**src/rtl/pulse_stretcher_pkg.sv**
```systemverilog
// Shared definitions for the pulse stretcher: state encoding, sizing helpers
// and a parameter legality check.
package pulse_stretcher_pkg;

  typedef enum logic [1:0] {
    S_IDLE = 2'd0,
    S_HOLD = 2'd1,
    S_GAP  = 2'd2
  } state_t;

  // Number of bits needed to represent values 0..value-1 (0 for value <= 1).
  function automatic int clog2_f(input int value);
    int result;
    result = 0;
    for (int i = 0; i < 31; i++) begin
      if ((64'd1 << i) < 64'(value)) begin
        result = i + 1;
      end
    end
    return result;
  endfunction

  function automatic int max_f(input int a, input int b);
    return (a > b) ? a : b;
  endfunction

  // All three parameters must be at least one.
  function automatic bit params_legal(input int hold, input int gap, input int depth);
    return (hold >= 1) && (gap >= 1) && (depth >= 1);
  endfunction

endpackage

```
**src/rtl/pulse_stretcher_timer.sv**
```systemverilog
// Loadable down-counter shared by the low window and the high gap.
// The count parks at zero until the next load.
module stretch_timer
  import pulse_stretcher_pkg::*;
#(
  parameter int W = 4
) (
  input  logic         clk,
  input  logic         rst,
  input  logic         load,
  input  logic [W-1:0] load_val,
  output logic         zero
);

  logic [W-1:0] count_r;

  // Count register: load wins, otherwise decrement and stick at zero.
  always_ff @(posedge clk) begin
    if (rst) begin
      count_r <= '0;
    end else if (load) begin
      count_r <= load_val;
    end else if (count_r != '0) begin
      count_r <= count_r - {{(W-1){1'b0}}, 1'b1};
    end else begin
      count_r <= count_r;
    end
  end

  assign zero = (count_r == '0);

endmodule

```
**src/rtl/pulse_stretcher.sv**
```systemverilog
// Turns single-cycle active-high event pulses into fixed-length active-low
// windows separated by a mandatory high gap. Events arriving while a window
// or gap is running are queued in a saturating counter; excess events are
// dropped and flagged on Overflow.
module pulse_stretcher
  import pulse_stretcher_pkg::*;
#(
  parameter int HOLD_CYCLES = 16,
  parameter int GAP_CYCLES  = 8,
  parameter int PEND_DEPTH  = 3
) (
  input  logic Clk,
  input  logic Reset,
  input  logic PulseIn,
  output logic LevelOut,
  output logic Busy,
  output logic Overflow
);

  // Timer width never collapses below one bit, even for 1-cycle windows.
  localparam int TMR_W = clog2_f(max_f(max_f(HOLD_CYCLES, GAP_CYCLES), 2));
  localparam int CNT_W = clog2_f(PEND_DEPTH + 1);

  localparam logic [TMR_W-1:0] HOLD_LOAD = TMR_W'(HOLD_CYCLES - 1);
  localparam logic [TMR_W-1:0] GAP_LOAD  = TMR_W'(GAP_CYCLES - 1);
  localparam logic [CNT_W-1:0] PEND_MAX  = CNT_W'(PEND_DEPTH);
  localparam logic [CNT_W-1:0] CNT_ONE   = CNT_W'(1);

  if (!params_legal(HOLD_CYCLES, GAP_CYCLES, PEND_DEPTH)) begin : g_bad_params
    $error("pulse_stretcher: HOLD_CYCLES, GAP_CYCLES and PEND_DEPTH must all be >= 1");
  end

  state_t           state_r;
  state_t           next_state_s;
  logic [CNT_W-1:0] pending_r;
  logic [CNT_W-1:0] next_pending_s;
  logic             load_s;
  logic [TMR_W-1:0] load_val_s;
  logic             drop_s;
  logic             timer_zero_s;
  logic             level_out_r;
  logic             busy_r;
  logic             overflow_r;

  stretch_timer #(
    .W(TMR_W)
  ) u_timer (
    .clk      (Clk),
    .rst      (Reset),
    .load     (load_s),
    .load_val (load_val_s),
    .zero     (timer_zero_s)
  );

  // Next-state, timer-load and queue bookkeeping for the current cycle.
  always_comb begin
    next_state_s   = state_r;
    next_pending_s = pending_r;
    load_s         = 1'b0;
    load_val_s     = '0;
    drop_s         = 1'b0;
    case (state_r)
      S_IDLE: begin
        if (PulseIn) begin
          next_state_s = S_HOLD;
          load_s       = 1'b1;
          load_val_s   = HOLD_LOAD;
        end else begin
          next_state_s = S_IDLE;
        end
      end
      S_HOLD: begin
        if (timer_zero_s) begin
          next_state_s = S_GAP;
          load_s       = 1'b1;
          load_val_s   = GAP_LOAD;
        end else begin
          next_state_s = S_HOLD;
        end
        if (PulseIn) begin
          if (pending_r < PEND_MAX) begin
            next_pending_s = pending_r + CNT_ONE;
          end else begin
            drop_s = 1'b1;
          end
        end else begin
          next_pending_s = pending_r;
        end
      end
      S_GAP: begin
        if (timer_zero_s && ((pending_r != '0) || PulseIn)) begin
          // Back-to-back window: consume one queued event first; a
          // coincident pulse then refills the slot just freed.
          next_state_s = S_HOLD;
          load_s       = 1'b1;
          load_val_s   = HOLD_LOAD;
          if ((pending_r != '0) && !PulseIn) begin
            next_pending_s = pending_r - CNT_ONE;
          end else begin
            next_pending_s = pending_r;
          end
        end else if (timer_zero_s) begin
          next_state_s = S_IDLE;
        end else begin
          next_state_s = S_GAP;
          if (PulseIn) begin
            if (pending_r < PEND_MAX) begin
              next_pending_s = pending_r + CNT_ONE;
            end else begin
              drop_s = 1'b1;
            end
          end else begin
            next_pending_s = pending_r;
          end
        end
      end
      default: begin
        // Unreachable encoding: recover to idle with the queue flushed.
        next_state_s   = S_IDLE;
        next_pending_s = '0;
      end
    endcase
  end

  // State, queue and output registers; outputs follow the next state so
  // LevelOut drops on the same edge that accepts the pulse.
  always_ff @(posedge Clk) begin
    if (Reset) begin
      state_r     <= S_IDLE;
      pending_r   <= '0;
      level_out_r <= 1'b1;
      busy_r      <= 1'b0;
      overflow_r  <= 1'b0;
    end else begin
      state_r     <= next_state_s;
      pending_r   <= next_pending_s;
      level_out_r <= (next_state_s != S_HOLD);
      busy_r      <= (next_state_s != S_IDLE) || (next_pending_s != '0);
      overflow_r  <= drop_s;
    end
  end

  assign LevelOut = level_out_r;
  assign Busy     = busy_r;
  assign Overflow = overflow_r;

endmodule

```
**config.mk**
```make
export PLATFORM = sky130hd
export DESIGN_NAME = pulse_stretcher
export DESIGN_NICKNAME = d
export VERILOG_FILES = /design/src/rtl/pulse_stretcher_pkg.sv /design/src/rtl/pulse_stretcher_timer.sv /design/src/rtl/pulse_stretcher.sv
export SDC_FILE = /design/constraint.sdc
export NUM_CORES = 1
export LEC_CHECK = 0
export CORE_MARGIN = 2
export CORE_UTILIZATION = 55
export DETAILED_ROUTE_END_ITERATION = 6
export GPL_TIMING_DRIVEN = 0
export PLACE_DENSITY = 0.85
export SETUP_SLACK_MARGIN = 0.05
export SLEW_MARGIN = 20
export SYNTH_ARGS = -nofsm -noshare
export SYNTH_HDL_FRONTEND = slang
export SYNTH_SLANG_ARGS = --single-unit
export TNS_END_PERCENT = 50
```
**constraint.sdc**
```tcl
create_clock -name Clk -period 2.2 [get_ports Clk]
set_input_delay 0.55 -clock Clk [delete_from_list [all_inputs] [get_ports Clk]]
set_output_delay 0.55 -clock Clk [all_outputs]
set_load 0.01 [all_outputs]
```
Word-level counts from Yosys, hierarchy flattened. Cells that the tools add are included.

Register bits after elaboration: 11. Input bits: 3. Logic and storage cells: 51.

Multiplexer cells: 26. Add/subtract/negate cells: 3. Reductions and logical operators: 12. Order comparisons: 1. Eq/ne operators: 3.

Operator list (count): 2-to-1 mux 2 bit (8); 2-to-1 mux 4 bit (4); case mux 2 bit (3 select lines) (2); case mux 4 bit (3 select lines) (1); 2-to-1 mux 1 bit (8); nonzero test 2 bit (4); logical NOT 4 bit (1); nonzero test 4 bit (1); subtractor 4 x 1 -> 4 bit (second input constant) (1); 2-to-1 mux 3 bit (1); case mux 1 bit (3 select lines) (1); adder 2 x 1 -> 2 bit (second input constant) (1); == test 2 x 1 -> 1 bit (second input constant) (1); == test 2 bit (second input constant) (1); logical AND 1 bit (2); logical NOT 2 bit (1); logical OR 1 bit (2); < comparator 2 bit (second input constant) (1); inequality test 2 x 1 -> 1 bit (second input constant) (1); case mux 1 bit (2 select lines) (1); subtractor 2 x 1 -> 2 bit (second input constant) (1); logical NOT 1 bit (1).

Logic depth before layout (Yosys ltp). Gate-level depths: netlist of the first run.

Depth after elaboration: 8. Mapped depth: 7. Gate-level depth less buffers: 6.

By module. From an unflattened synthesis of the first run, not the netlist that was laid out.

Cell total of the unflattened synthesis: 82. Area, all modules: 724.4 um^2.

Modules (own cells, without submodules): pulse_stretcher (instances 1, cells each 58, area each 495.5 um^2); stretch_timer (instances 1, cells each 24, area each 229.0 um^2).

Least setup slack after synthesis of the first run. OpenSTA, ideal clock, no wires.

Kind: register to register. Start: reg pending_r[0]. End: reg u_timer.count_r[3]. Setup time: 70 ps. Data arrival time: 1467 ps. Required time: 2130 ps. Stages on the path, launching flop included: 8. Setup slack: 663 ps. Path through: dfxtp_1 inv_1 ha_1 clkbuf_1 nor2b_1 a21oi_1 or3_1 a21oi_1.

Longest elaborated chain between the ends: 6. Elaborated cells between the ends (all ways): 9.

Ends and longest elaborated chain: from (decl) (RTL line pulse_stretcher.sv:35) `logic [CNT_W-1:0] pending_r;`; from (signal assigned) (RTL line pulse_stretcher.sv:136) `pending_r <= next_pending_s;`; nonzero test 2 bit * (RTL line pulse_stretcher.sv:91) `if (timer_zero_s && ((pending_r != '0) || PulseIn)) begin`; logical OR 1 bit * (RTL line pulse_stretcher.sv:91); logical AND 1 bit * (RTL line pulse_stretcher.sv:91); 2-to-1 mux 4 bit / 2-to-1 mux 1 bit (equally long branches) (RTL line pulse_stretcher.sv:91); case mux 4 bit (3 select lines) / case mux 1 bit (3 select lines) (equally long branches) (RTL line pulse_stretcher.sv:62) `case (state_r)`; 2-to-1 mux 4 bit / nonzero test 2 bit (equally long branches); to (signal assigned) (RTL line pulse_stretcher_timer.sv:22) `count_r <= load_val;`; to (signal assigned) (RTL line pulse_stretcher_timer.sv:24) `count_r <= count_r - {{(W-1){1'b0}}, 1'b1};`; to (signal assigned) (RTL line pulse_stretcher_timer.sv:26) `count_r <= count_r;`; to (decl) (RTL line pulse_stretcher_timer.sv:15) `logic [W-1:0] count_r;`.

Mark *: on every way between the ends. The rest lies on a longest branch, timed or not. A chain may end at the register's enable or synchronous reset.

==> metrics.yaml, run 1 <==
status:
  outcome: "completed"
detailed_routing:
  drtAntennaViolNets: 0
  vias_per_cell: 5.96
  post_drt_wl_per_cell_um: 13.3
  via_count: 697
  drt_wl_total_um: 1550
  drt_first_pass_iters: 5
  drt-initial-drc-count: 19
  drcViolationCount: 0
sta:
  finalClockSkew_ps: 2.39
  hold_viol: 0
  rsz0062_at_grt: "false"
  finalSetupViolations: 0
  holdWs_ps: 570
  finalCriticalPeriod_ps: 1840
  finalCritPeriodShare_pct: 83.6
  fmax_ghz: 0.544
  drv_slew: 0
  setup_tns_ps: 0
  relSlewSlack_pct: 74.5
  worst_pin_slew_ps: 383
yosys:
  synthFlopType: "dfxtp_1"
  syn_inst: 93
  synth_seq_cells: 11
  yosys.area.top_type: "dfxtp_1"
  ys_warn_count: 0
  yosysTopAreaCellShare_pct: 29.1
  syn-cell-area_sq_um: 756
  yosysSeqAreaShare_pct: 29.1
  synth_area_per_cell_sq_um: 8.13
  synth_edf_count: 0
  synthTopCellsByArea: "dfxtp_1, ha_1, a21oi_1, nor2_1, o21ai_0"
  async_flop_share_pct: 0
  synth_nets: 104
  ys_types: 35
clock_network:
  cts_num_sinks: 11
  root_buffer: "clkbuf_4"
  path_clk_slew_ps: 60
  cts_hold_buffers: 0
  cts-resized-gates: 0
  clock_path_buffers: 2
  h-tree-depth: 1
  insertion_delay_ps: 280
  post-cts-setup-buffer-count: 0
  cts_buffers: 3
  cts_tree: "done"
final_layout:
  fin_nets: 114
  final_layout_size_suffix_gt1_share_pct: 9.80
  syn_to_final_growth_pct: 12.6
  antenna_cells: 0
  multi_input_area_sq_um: 485
  fin_cells: 117
  fillers: 124
  regArea_sq_um: 220
power:
  p_per_area_nw_per_um2: 829
  ir_worst_vdd_mv: 0.496
  seqPwrFrac_pct: 38.8
  p_clk_share_pct: 19.7
  p_int_uw: 445
  p_leak_nw: 0.334
  p_sw_share_pct: 36.9
  p_comb_share_pct: 41.5
  power.switching_uw: 260
place:
  io_buffers: 5
  gp_congestion: 0.789
  placed_cells: 113
  hpwl_um: 1120
global_route:
  gr-total-overflow: 0
  antenna_found_initial: 0
  track_usage_pct: 22.3
  grt_pass1_vias: 560
  grt_pass1_wl_um: 2360
  grt_max_degree: 11
floorplan:
  fp.dieArea_sq_um: 1690
  coreArea_sq_um: 1280
  io_pins: 6
  start_util_pct: 58.8
  die_y_um: 41.1
  rows: 13
  die_w_um: 41.1
setup_path:
  worstSetupPathType: "input pin to flop"
  path_max_fanout: 8
  cp_slowest_stage_delay_ps: 520
  cp_cell_sequence: "clkdlybuf4s50_1 -> or2_2 -> clkbuf_1 -> a21oi_1 -> nand4_1 -> o21ai_0"
  cp.arrival_ps: 2040
  cp.required_ps: 2400
  endpoint_kind: "flop"
  crit_buf_inv: 2
  cpMaxStageDelayCell: "clkdlybuf4s50_1"
  critPathLaunchType: "input pin"
  cp_top_family: "buffers and inverters"
run:
  max_cap_viol_count: 0
min_path:
  hp-class: "flop to flop"
[final timing paths]
path	slack, ps	startpoint	endpoint	cells past startpoint
hold / removal	570	u_timer.count_r[1]	u_timer.count_r[1]	2
setup / recovery	360	Reset	pending_r[1]	6
hold reg to reg	570	u_timer.count_r[1]	u_timer.count_r[1]	2
setup reg to reg	380	pending_r[0]	u_timer.count_r[3]	7
[cell usage in the layout (no fill, tap or decap), drive strengths merged, types with 3 or more instances in the layout]
cell | Yosys | final
nor2 | 13 | 13
dfxtp | 11 | 11
a21oi | 10 | 10
ha | 8 | 8
inv | 7 | 7
clkbuf | 3 | 7
o21ai | 6 | 6
clkdlybuf4s50 | 0 | 5
or3 | 3 | 3
nand2b | 3 | 3
[worst reg2reg max path, stage by stage, from the launching register on]
cell and delay, ps:
dfxtp_1 460, inv_1 80, ha_1 190, clkbuf_1 200
nor2b_1 210, a21oi_1 120, or3_1 350, a21oi_1 140
[cells by family (layout without fill, tap and decap cells)]
family	count (synthesis)	after routing	synth area share, %
flip-flops	11	11	29.1
AO/OA/AOI/OAI	28	28	24.2
AND/OR/NAND/NOR	32	32	24.0
buffers and inverters	12	21	6.62
multiplexers	2	2	2.81
adder cells (fa/ha/maj)	8	8	13.2
[power by group through the flow]
stage	combinational, mW	clock (mW)	sequential (mW)
2_1_floorplan	0.217	0	0.275
3_3_place_gp	0.277	0	0.275
3_5_place_dp	0.289	0	0.278
4_1_cts	0.292	0.142	0.273
5_1_grt	0.333	0.152	0.278
6_report	0.293	0.139	0.273
[Yosys cell counts, drive strengths merged (3+ instances only)]
cell	n
clkbuf	3
inv	7
nand2b	3
nor2	13
o21ai	6
or3	3
dfxtp	11
ha	8
a21oi	10
[sequential cells by signal, summed over array words and instances (netlist names)]
name,flops
Overflow,1
state_r,2
LevelOut,1
pending_r,2
Busy,1
u_timer.count_r,4
[per-stage QoR]
step	instance area (sq um)	utilization [%]	setup WS (ps)	power [mW]
floorplan	756	-	663	0.492
global placement	825	64.2	127	0.553
detailed placement	825	64.2	77.5	0.567
CTS	851	66.2	353	0.707
global route	851	66.2	191	0.764
finish	851	66.2	362	0.705
[per-layer routing]
metal	wire length, um	GRT usage, %
met4	31	8.33
met5	0	0
met2	792	38.7
met1	635	22.8
met3	94	10.9
[cell type report]
type / count / area share [%]
multi-input cells: 70 / 57.1
flip-flops and latches: 11 / 25.9
repair buffers: 5 / 5.88
clock buffers: 4 / 3.09
inverters: 7 / 3.09
plain buffers: 5 / 2.79
well taps: 15 / 2.21
Power figures use the tool's default switching activity.
==> run 2: changes to the inputs <==
==> constraint.sdc (replaced) <==
create_clock -name Clk -period 1.7 [get_ports Clk]
set_input_delay 0.425 -clock Clk [delete_from_list [all_inputs] [get_ports Clk]]
set_output_delay 0.425 -clock Clk [all_outputs]
set_load 0.01 [all_outputs]
==> run 2 against run 1 <==
Die area did not move. Count of clock-buffer cells in the layout did not move. Non-clock buffer count fell by 2. Cell count fell by 1.7%. First-iteration DRC count fell by 42%. Sequential power rose by 32%. Setup slack got worse by 250 ps. Largest power group unchanged. Highest routed layer unchanged.
==> metrics.yaml, run 2 (same netlist as run 1, synthesis figures left out) <==
status:
  outcome: "completed"
power:
  ir_worst_vdd_mv: 0.750  # +51%
  p_total_uw: 972  # +38%
  seqPwrFrac_pct: 36.9  # -1.9 points
  p_int_uw: 616  # +38%
  p_comb_share_pct: 44.9  # +3.4 points
  p_clk_share_pct: 18.2  # -1.5 points
  p_sw_share_pct: 36.6  # -0.33 points
  power.switching_uw: 355  # +36%
  p_per_area_nw_per_um2: 1100  # +33%
  p_leak_nw: 0.338  # +1.2%
floorplan:
  start_util_pct: 58.8  # unchanged
  fp.dieArea_sq_um: 1690  # unchanged
  coreArea_sq_um: 1280  # unchanged
  io_pins: 6  # unchanged
  rows: 13  # unchanged
  die_y_um: 41.1  # unchanged
  die_w_um: 41.1  # unchanged
sta:
  finalCritPeriodShare_pct: 93.4
  rsz0062_at_grt: "true"
  finalSetupViolations: 0  # unchanged
  fmax_ghz: 0.630
  worst_pin_slew_ps: 345  # -37.9 ps
  finalCriticalPeriod_ps: 1590
  hold_viol: 0  # unchanged
  finalClockSkew_ps: 2.71  # +0.314 ps
  drv_slew: 0  # unchanged
  relSlewSlack_pct: 77.0  # +2.5 points
detailed_routing:
  drt-initial-drc-count: 11  # -8
  drtAntennaViolNets: 0  # unchanged
  drcViolationCount: 0  # unchanged
  via_count: 699  # +0.29%
  vias_per_cell: 6.08  # +2.0%
  post_drt_wl_per_cell_um: 14.0  # +5.3%
  drt_wl_total_um: 1610  # +3.5%
  drt_first_pass_iters: 5  # unchanged
clock_network:
  cts_buffers: 3  # unchanged
  path_clk_slew_ps: 60  # about the same
  root_buffer: "clkbuf_4"
  cts_tree: "done"
  cts_hold_buffers: 0  # unchanged
  clock_path_buffers: 2  # unchanged
  h-tree-depth: 1  # unchanged
  insertion_delay_ps: 270  # about the same
  cts_num_sinks: 11  # unchanged
setup_path:
  path_max_fanout: 9  # +1
  cp.required_ps: 1850  # -550 ps
  cp.arrival_ps: 1740  # -300 ps
  critPathLaunchType: "flop"
  worstSetupPathType: "flop to flop"
  endpoint_kind: "flop"
final_layout:
  fin_nets: 112  # -1.8%
  final_cell_mix: "nor2_1, dfxtp_1, a21oi_1"
  mostFrequentLayoutCell: "nor2_1"
  final_layout_size_suffix_gt1_share_pct: 18.0  # +8.2 points
  antenna_cells: 0  # unchanged
  fin_cells: 115  # -1.7%
  largest_reg_flops: 4  # unchanged
  top_regs: "u_timer.count_r (4), pending_r (2), state_r (2)"
  syn_to_final_growth_pct: 16.9
  largest_register: "u_timer.count_r"
global_route:
  antenna_found_initial: 0  # unchanged
  gr-total-overflow: 0  # unchanged
  grt_pass1_wl_um: 2360  # unchanged
  grt_pass1_vias: 562  # +0.36%
  grt_max_degree: 11  # unchanged
  track_usage_pct: 22.3  # unchanged
place:
  hpwl_um: 1120  # unchanged
  io_buffers: 5  # unchanged
  gp_congestion: 0.789  # unchanged
  placed_cells: 113  # unchanged
run:
  max_cap_viol_count: 0  # unchanged
min_path:
  hp-class: "flop to flop"
[run 2: final cells by class]
| type | count | area [sq um] |
|---|---|---|
| multi-input combinational | 70 | 517 |
| buffer | 2 | 16.3 |
| sequential | 11 | 223 |
| timing repair buffer | 6 | 56.3 |
| clock buffer | 4 | 26.3 |
| fill | 117 | 402 |
| tap | 15 | 18.8 |
| inverter | 7 | 26.3 |
[run 2: stage by stage]
| step | instance area [sq um] | TNS, ps | hold WS [ps] | util [%] | setup slack [ps] |
|---|---|---|---|---|---|
| 3_5_place_dp | 825 | -1290 | 558 | 64.2 | -298 |
| 2_1_floorplan | 756 | 0 | 494 | - | 163 |
| 6_report | 883 | 0 | 569 | 68.7 | 112 |
| 5_1_grt | 883 | -9.56 | 634 | 68.7 | -9.56 |
| 3_3_place_gp | 825 | -979 | 519 | 64.2 | -248 |
| 4_1_cts | 850 | 0 | 582 | 66.1 | 64.2 |
[run 2: routing by layer]
metal | vias to the layer above | global-route usage (%) | wire [um]
met2 | 24 | 38.7 | 777
met1 | 323 | 22.8 | 695
met5 | - | 0 | 0
met4 | 0 | 8.33 | 40
met3 | 10 | 10.9 | 93
li1 | 342 | - | -
[run 2: power groups by stage]
stage	sequential [mW]	combinational, mW	clock [mW]
final	0.359	0.436	0.177
after detailed placement	0.360	0.374	0
after global routing	0.366	0.486	0.197
after floorplan	0.356	0.281	0
after CTS	0.355	0.378	0.184
after global placement	0.356	0.359	0
[run 2: critical path, cell delays in order (launching register included)]
cell	delay, ps
dfxtp_2	340
inv_1	140
ha_2	320
nor2b_1	90
o21ai_0	280
a21oi_2	120
o21bai_1	180
[run 2: path summary, 6_finish.rpt]
path                                            to               start  slack (ps)  cells after the start
worst min-delay path            u_timer.count_r[1]  u_timer.count_r[1]         570                      2
worst max register to register  u_timer.count_r[1]        pending_r[1]         110                      6
worst max-delay path            u_timer.count_r[1]        pending_r[1]         110                      6
worst min register to register  u_timer.count_r[1]  u_timer.count_r[1]         570                      2
[run 2: repair_timing]
item | CTS | global route
pin swaps | 0 | 2
setup buffers | 0 | 1
setup endpoints to repair | 7 | 7
gates resized for setup | 3 | 10
==> run 3: changes to the inputs <==
--- a/config.mk
+++ b/config.mk
@@ -5,11 +5,13 @@
 export SDC_FILE = /design/constraint.sdc
 export NUM_CORES = 1
 export LEC_CHECK = 0
-export CORE_MARGIN = 2
-export CORE_UTILIZATION = 55
+export CORE_AREA = 2 2 39 41
 export DETAILED_ROUTE_END_ITERATION = 6
+export DIE_AREA = 0 0 41 43
+export DONT_BUFFER_PORTS = 1
+export GPL_ROUTABILITY_DRIVEN = 0
 export GPL_TIMING_DRIVEN = 0
-export PLACE_DENSITY = 0.85
+export PLACE_DENSITY = 0.81
 export SETUP_SLACK_MARGIN = 0.05
 export SLEW_MARGIN = 20
 export SYNTH_ARGS = -nofsm -noshare
==> run 3 against run 2 <==
Maximum frequency grew 0.44%. Combinational power shrank 18%. Clock power is essentially flat. Critical path depth grew 1. Die area grew 4.5%. Clock skew grew 1.3 ps. Utilization shrank 9.9 points. Largest cell class unchanged.
==> metrics.yaml, run 3 (same netlist as run 1, synthesis figures left out) <==
sta:
  finalCriticalPeriod_ps: 1580  # -6.92 ps
  worst_pin_slew_ps: 397  # +52.6 ps
  finalClockSkew_ps: 4.00  # +1.29 ps
  drv_slew: 0  # unchanged
  relSlewSlack_pct: 73.5  # -3.5 points
  fmax_ghz: 0.632  # +0.44%
  rsz0062_at_grt: "true"
  finalSetupViolations: 0  # unchanged
  finalCritPeriodShare_pct: 93.0  # -0.41 points
  hold_viol: 0  # unchanged
setup_path:
  r2r_setup_slack_ps: 120  # about the same
  reg2reg_from: "u_timer.count_r[0]"
  worstSetupPathType: "flop to flop"
  path_max_fanout: 6  # -3
  cp.required_ps: 1850  # about the same
  endpoint_kind: "flop"
  critPathLaunchType: "flop"
  startpoint: "u_timer.count_r[0]"
  reg2reg_to: "Busy"
  cp.arrival_ps: 1730  # about the same
  critical_path.endpoint: "Busy"
  rr_worst_depth: 7  # +1
final_layout:
  syn_to_final_growth_pct: 7.78
  final_cell_mix: "nor2_1, a21oi_1, dfxtp_1"
  antenna_cells: 0  # unchanged
  fin_cells: 112  # -2.6%
  final_layout_size_suffix_gt1_share_pct: 17.7  # -0.29 points
  fin_util_pct: 58.9  # -9.9 points
  largest_reg_flops: 4  # unchanged
  fin_nets: 108  # -3.6%
  top_regs: "u_timer.count_r (4), pending_r (2), state_r (2)"
  fillers: 132  # +13%
  mostFrequentLayoutCell: "nor2_1"
  largest_register: "u_timer.count_r"
clock_network:
  root_buffer: "clkbuf_4"
  cts_buffers: 3  # unchanged
  insertion_delay_ps: 260  # about the same
  h-tree-depth: 1  # unchanged
  cts_num_sinks: 11  # unchanged
  cts_tree: "done"
  path_clk_slew_ps: 70  # about the same
  clock_path_buffers: 2  # unchanged
floorplan:
  fp.dieArea_sq_um: 1760  # +4.5%
  coreArea_sq_um: 1380  # +7.7%
  die_w_um: 41  # -0.17%
  io_pins: 6  # unchanged
  start_util_pct: 54.6  # -4.2 points
  die_y_um: 43  # +4.7%
  rows: 14  # +1
detailed_routing:
  drcViolationCount: 0  # unchanged
  drt_first_pass_iters: 4  # -1
  drtAntennaViolNets: 0  # unchanged
  post_drt_wl_per_cell_um: 12.7  # -9.3%
  drt-initial-drc-count: 26  # +15
  vias_per_cell: 5.93  # -2.5%
  drt_wl_total_um: 1420  # -12%
  via_count: 664  # -5.0%
global_route:
  grt_pass1_wl_um: 2390  # +1.2%
  track_usage_pct: 19.4  # -2.9 points
  grt_pass1_vias: 587  # +4.4%
  grt_max_degree: 11  # unchanged
  antenna_found_initial: 0  # unchanged
  gr-total-overflow: 0  # unchanged
run:
  max_cap_viol_count: 0  # unchanged
min_path:
  hp-class: "input pin to flop"
power:
  p_sw_share_pct: 36.3  # -0.22 points
  p_leak_nw: 0.314  # -7.0%
  ir_worst_vdd_mv: 0.663  # -12%
  seqPwrFrac_pct: 40.2  # +3.3 points
  p_comb_share_pct: 39.9  # -5.0 points
  power.switching_uw: 325  # -8.4%
  p_per_area_nw_per_um2: 1100  # about the same
  p_int_uw: 570  # -7.5%
  p_clk_share_pct: 19.9  # +1.7 points
place:
  io_buffers: 0  # -5
  hpwl_um: 1030  # -8.2%
  placed_cells: 109  # -3.5%
status:
  outcome: "completed"
## run 3: how the worst min path moves through the flow
stage	startpoint	endpoint	depth (start not counted)
final	Reset	u_timer.count_r[3]	1
after global routing	Reset	u_timer.count_r[3]	1
after CTS	Reset	u_timer.count_r[3]	1
after detailed placement	Reset	u_timer.count_r[3]	1
after global placement	Reset	u_timer.count_r[3]	1
after floorplan	Reset	u_timer.count_r[0]	1
## run 3: metrics by stage
| step | power, mW | TNS [ps] | hold slack [ps] | instance area [sq um] | worst slack [ps] |
|---|---|---|---|---|---|
| detailed placement | 0.698 | -93.9 | 500 | 776 | -32.9 |
| global placement | 0.687 | 0 | 497 | 776 | 4.63 |
| finish | 0.896 | 0 | 224 | 815 | 119 |
| floorplan | 0.637 | 0 | 494 | 756 | 163 |
| global route | 0.972 | 0 | 214 | 815 | 23.8 |
| CTS | 0.876 | 0 | 222 | 801 | 63.4 |
## run 3: what timing repair did
action	CTS	global route
hold buffers	0	0
gates resized for setup	2	5
buffers inserted	0	1
setup endpoints to repair	4	7
pin swaps	0	1
## run 3: power by group through the flow
stage	clock network (mW)	logic, mW	registers [mW]
finish	0.178	0.358	0.360
global route	0.190	0.410	0.372
CTS	0.181	0.334	0.360
detailed placement	0	0.333	0.366
global placement	0	0.324	0.364
floorplan	0	0.281	0.356
## run 3: final cells by class
type / count / area (sq um) / area share [%]
inverters: 7 / 26.3 / 3.23
multi-input cells: 70 / 495 / 60.8
clock buffers: 4 / 26.3 / 3.23
well taps: 16 / 20.0 / 2.46
repair buffers: 1 / 7.51 / 0.922
plain buffers: 3 / 16.3 / 2.00
flip-flops and latches: 11 / 223 / 27.3
## run 3: metal layers
| layer | track usage [%] | share of wire [%] | vias to the layer above |
|---|---|---|---|
| met4 | 6.00 | 2.3 | 0 |
| met3 | 5.24 | 5.4 | 4 |
| li1 | - | - | 333 |
| met2 | 30.6 | 49 | 23 |
| met5 | 0 | 0 | - |
| met1 | 24.6 | 43 | 304 |
## run 3: worst max-delay path, cell delays in order, from the launching register on
cell and delay, ps:
dfxtp_1 330, inv_1 60, ha_2 210, nor3b_2 200
buf_4 160, nand3_1 80, a221oi_2 330, o211ai_2 100
==> variant 1 (settings of run 3) <==
Put one more register stage on the output `LevelOut`, with the module's reset. The value now appears one clock later. The other outputs are not delayed to match.
--- a/src/rtl/pulse_stretcher.sv
+++ b/src/rtl/pulse_stretcher.sv
@@ -140,7 +140,13 @@
     end
   end
 
-  assign LevelOut = level_out_r;
+  always_ff @(posedge Clk) begin
+    if (Reset) begin
+      LevelOut <= '0;
+    end else begin
+      LevelOut <= level_out_r;
+    end
+  end
   assign Busy     = busy_r;
   assign Overflow = overflow_r;
 
Behaviour: not the same (Yosys sat finds a counterexample within 4 cycles, from zero or initial values and one cycle with Reset high).
==> variant 1 against run 3 <==
Sequential cell count rose by 1. Area after synthesis fell by 2.3%. Worst hold slack got worse by 0.019 ns. Worst setup slack got worse by 0.048 ns. Count of clock-buffer cells in the layout fell by 1. Die area did not move. Wire length rose by 11%. Total power fell by 8.2%. Cell area rose by 4.9%. Fmax fell by 2.9%. Critical path depth did not move. Critical endpoint is now pending_r[1]$_SDFF_PP0_. Largest power group unchanged. Highest routed layer is now met3.
==> variant 1: results (changes against run 3) <==
| Metric | Value |
|---|---|
| Final Cycle Share | 95.8% (+2.8 points) |
| Critical Path AT | 1.78 ns (+0.05 ns) |
| Hold wc startpoint | Reset |
| Yosys cell types | 30 (-14%) |
| DP Area | 759 um2 (-2.1%) |
| First DRT Iteration DRCs | 9 (-65%) |
| Register area share after synthesis | 32.5% (+3.4 points) |
| Post-synthesis net count | 94 (-9.6%) |
| Top cells by count, synth | dfxtp_1, a21oi_1, nor2_1 |
| Reg2Reg Capture Point | pending_r[1]$_SDFF_PP0_ |
| WL per Instance | 15.1 um (+19%) |
| Pre-antenna DRT Iters | 4 (unchanged) |
| Final #Nets | 101 (-6.5%) |
| Ranking of synthesized cells by area | dfxtp_1, ha_1, a21oi_1, nor2_1, mux2i_1 |
| Vias in the first global route | 606 (+3.2%) |
| Placement Setup Slack | -0.125 ns (-0.0918 ns) |
| CP Max Fanout | 10 (+4) |
| Hold endpoint | u_timer.count_r[0]$_SDFFE_PP0P_ |
| Leak | 0.338 nW (+7.7%) |
| Status | finished clean |
| Layout cells sized above 1 | 30.7% (+13 points) |
| First-pass GRT wire length | 2400 um (+0.59%) |
| GR Util All Layers | 20.4% (+0.97 points) |
| CP startpoint | u_timer.count_r[0]$_SDFFE_PP0P_ |
| H-tree Lvls | 1 (unchanged) |
| Worst Skew | 0.00635 ns (+0.00235 ns) |
| Dpl hpwl | 1080 um (+5.2%) |
| Worst VDD drop | 0.625 mV (-5.7%) |
| Relative slew slack | 78.9% (+5.4 points) |
variant 1: routing by layer:
metal	vias up	global-route usage [%]	wire, um
met5	-	0	0
met4	0	4.67	0
met2	14	35.3	841
met3	0	10.5	60
li1	306	-	-
met1	305	20.3	671
variant 1: where the power goes:
part,switching [W],internal [W]
clock,0.0000863,0.0000819
combinational,0.000145,0.000150
sequential,0.0000410,0.000318
variant 1: kinds of logic after synthesis:
| kind of cell | count (synthesis) | share of synthesized area [%] |
|---|---|---|
| adder cells (fa/ha/maj) | 8 | 13.6 |
| AND/OR/NAND/NOR | 22 | 19.2 |
| flip-flops | 12 | 32.5 |
| AO/OA/AOI/OAI | 27 | 21.5 |
| multiplexers | 4 | 5.59 |
| buffers and inverters | 8 | 5.25 |
| XOR/XNOR | 2 | 2.37 |
variant 1: cell type report:
cell class	instances	area, um2
buffer	2	20.0
clock buffer	3	22.5
fill	117	529
inverter	6	22.5
multi-input combinational	63	504
sequential	12	250
tap	16	20.0
timing repair buffer	2	15.0
variant 1: timing repair:
| item | CTS | global route |
|---|---|---|
| hold buffers | 0 | 0 |
| resized for setup | 10 | 10 |
| setup buffers | 1 | 1 |
| endpoints found under the setup margin | 9 | 9 |
| pin swaps | 1 | 3 |
variant 1: critical path: stages, from the launching register on:
cell and delay [ns]:
dfxtp_2 0.34, inv_2 0.06, ha_4 0.14, or3b_4 0.41
buf_8 0.15, o21a_1 0.17, o21ai_2 0.13, o21ai_1 0.09
variant 1: per-stage QoR:
stage	cells	hold slack (ns)
6_report	104	0.205
5_1_grt	104	0.198
4_1_cts	103	0.208
3_5_place_dp	99	0.431
3_3_place_gp	99	0.418
2_1_floorplan	83	0.414
==> variant 2 (flow settings as in run 3) <==
Made on the original files. The parameter `GAP_CYCLES` goes from 8 to 12.
--- a/src/rtl/pulse_stretcher.sv
+++ b/src/rtl/pulse_stretcher.sv
@@ -6,7 +6,7 @@
   import pulse_stretcher_pkg::*;
 #(
   parameter int HOLD_CYCLES = 16,
-  parameter int GAP_CYCLES  = 8,
+  parameter int GAP_CYCLES  = 12,
   parameter int PEND_DEPTH  = 3
 ) (
   input  logic Clk,
Behaviour: same outputs for any inputs over 10 cycles, from zero or initial values and one cycle with Reset high; that may be too few to reach the edited logic, so the function may still have changed.
==> variant 2 against run 3 <==
Cell area grew 11%. Worst setup slack lost 0.17 ns. Die area is the same. The flow now finishes with violations (negative setup slack). Largest power group is now combinational cells. Utilization grew 6.7 points. Sequential cell count is the same. Wire length grew 17%. Clock skew shrank 0.0016 ns. Area after synthesis grew 0.17%. Total power grew 7.5%. Final cell count grew 2.7%. Non-clock buffer count grew 6.
==> variant 2: results (changes against run 3) <==
| Metric | Value |
|---|---|
| Top cells by count, synth | dfxtp_1, a21oi_1, ha_1, inv_1 |
| CP startpoint | u_timer.count_r[0]$_SDFFE_PP0P_ |
| Placement Setup Slack | -0.186 ns (-0.153 ns) |
| Crit-path max cell delay | 0.37 ns (+0.04 ns) |
| Synth Flop Type | dfxtp_1 |
| Failing checks | negative setup slack |
| Clock Latency Late Sink | 0.27 ns |
| GR Util All Layers | 23.2% (+3.8 points) |
| Hold wc startpoint | Reset |
| Port bufs | 0 (unchanged) |
| Routed WL | 1670 um (+17%) |
| Worst-path clk slew | 0.07 ns (about the same) |
| Clock root buffer master | clkbuf_4 |
| CP max-delay cell | or3b_4 |
| Pre-antenna DRT Iters | 4 (unchanged) |
| Ys async rst share | 0% (unchanged) |
| DP Area | 795 um2 (+2.4%) |
| CTS Buf Count | 3 (unchanged) |
| Ant diodes | 0 (unchanged) |
| CP Max Fanout | 8 (+2) |
| Status | finished, violations left |
| Reg2Reg Capture Point | Busy$_SDFF_PP0_ |
| Cells on worst reg2reg path | 8 (+1) |
| Final #Nets | 111 (+2.8%) |
| Layout cells sized above 1 | 28.3% (+11 points) |
| Vias in the first global route | 647 (+10%) |
| Final setup margin | -0.0461 ns (-0.165 ns) |
| Ranking of synthesized cells by area | dfxtp_1, ha_1, a21oi_1, o21ai_0, mux2i_1 |
| Vias per inst | 5.93 (about the same) |
| Leak | 0.367 nW (+17%) |
| # fillers | 121 (-8.3%) |
| Worst min path class | in -> reg |
| First-pass GRT wire length | 2700 um (+13%) |
| Dpl hpwl | 1110 um (+8.5%) |
| Worst Skew | 0.00239 ns (-0.00161 ns) |
| Setup TNS | -0.120 ns (-0.120 ns) |
| Leading registers by flop count | u_timer.count_r x4, pending_r x2, state_r x2 |
| Relative slew slack | 70.7% (-2.8 points) |
| Post-synthesis net count | 101 (-2.9%) |
| Yosys cell types | 32 (-8.6%) |
| Max reg flops | 4 (unchanged) |
| Hold endpoint | u_timer.count_r[0]$_SDFFE_PP0P_ |
| Hold Path Stages | 1 (unchanged) |
| Initial antenna violation count | 0 (unchanged) |
| Worst VDD drop | 0.526 mV (-21%) |
| Area of the multi-input gates | 541 um2 (+9.1%) |
| First DRT Iteration DRCs | 17 (-35%) |
| Largest net degree at the start of global routing | 11 (unchanged) |
| H-tree Lvls | 1 (unchanged) |
| Longest Clk Path Bufs | 2 (unchanged) |
| Yosys Warn Count | 0 (unchanged) |
| Final setup vio count | 4 (+4) |
| Register area share after synthesis | 29.1% (-0.048 points) |
## variant 2: worst max path at each step
stage,slack [ns],depth (start not counted),end
after floorplan,0.06,7,pending_r[1]$_SDFF_PP0_
after global placement,-0.13,7,pending_r[0]$_SDFF_PP0_
after detailed placement,-0.19,7,pending_r[0]$_SDFF_PP0_
after CTS,-0.04,8,Busy$_SDFF_PP0_
after global routing,-0.14,8,Busy$_SDFF_PP0_
final,-0.05,8,Busy$_SDFF_PP0_
## variant 2: per-layer routing
layer | wire (um) | GRT usage [%]
met5 | 0 | 0
met4 | 32 | 10.0
met3 | 99 | 9.42
met2 | 845 | 34.4
met1 | 690 | 28.4
## variant 2: critical path, delay by kind of cell, from the launching register on
kind | cells | cell delay [ns]
and+or+nand+nor | 2 | 0.55
DFF | 1 | 0.32
AOI/OAI and AO/OA | 3 | 0.44
buffers and inverters | 2 | 0.22
adders and majority gates | 1 | 0.14
## variant 2: final cells by class
type	count	area share, %
plain buffers	4	2.48
clock buffers	4	2.90
inverters	8	3.31
multi-input cells	66	59.6
flip-flops and latches	11	24.6
well taps	16	2.21
repair buffers	6	4.97
## variant 2: cells by family after synthesis
family	Yosys count	synth area share (%)
buf+inv	13	7.44
flops	11	29.1
mux	3	3.97
simple gates	29	21.3
compound gates	25	23.8
fa+ha+maj	8	13.2
xor+xnor	1	1.16
## variant 2: report_power, final
group	switching (W)	total (W)	internal [W]
combinational	0.000210	0.000436	0.000226
sequential	0.0000452	0.000347	0.000302
clock	0.0000894	0.000180	0.0000910
## variant 2: per-stage QoR
stage / hold WS, ns / instances
finish: 0.202 / 115
global route: 0.186 / 115
CTS: 0.193 / 114
floorplan: 0.494 / 90
detailed placement: 0.497 / 106
global placement: 0.495 / 106
## variant 2: timing repair
action                     in CTS  in global routing
setup endpoints to repair       6                  6
buffers inserted                5                  1
pin swaps                       4                  0
resized for setup               7                  4
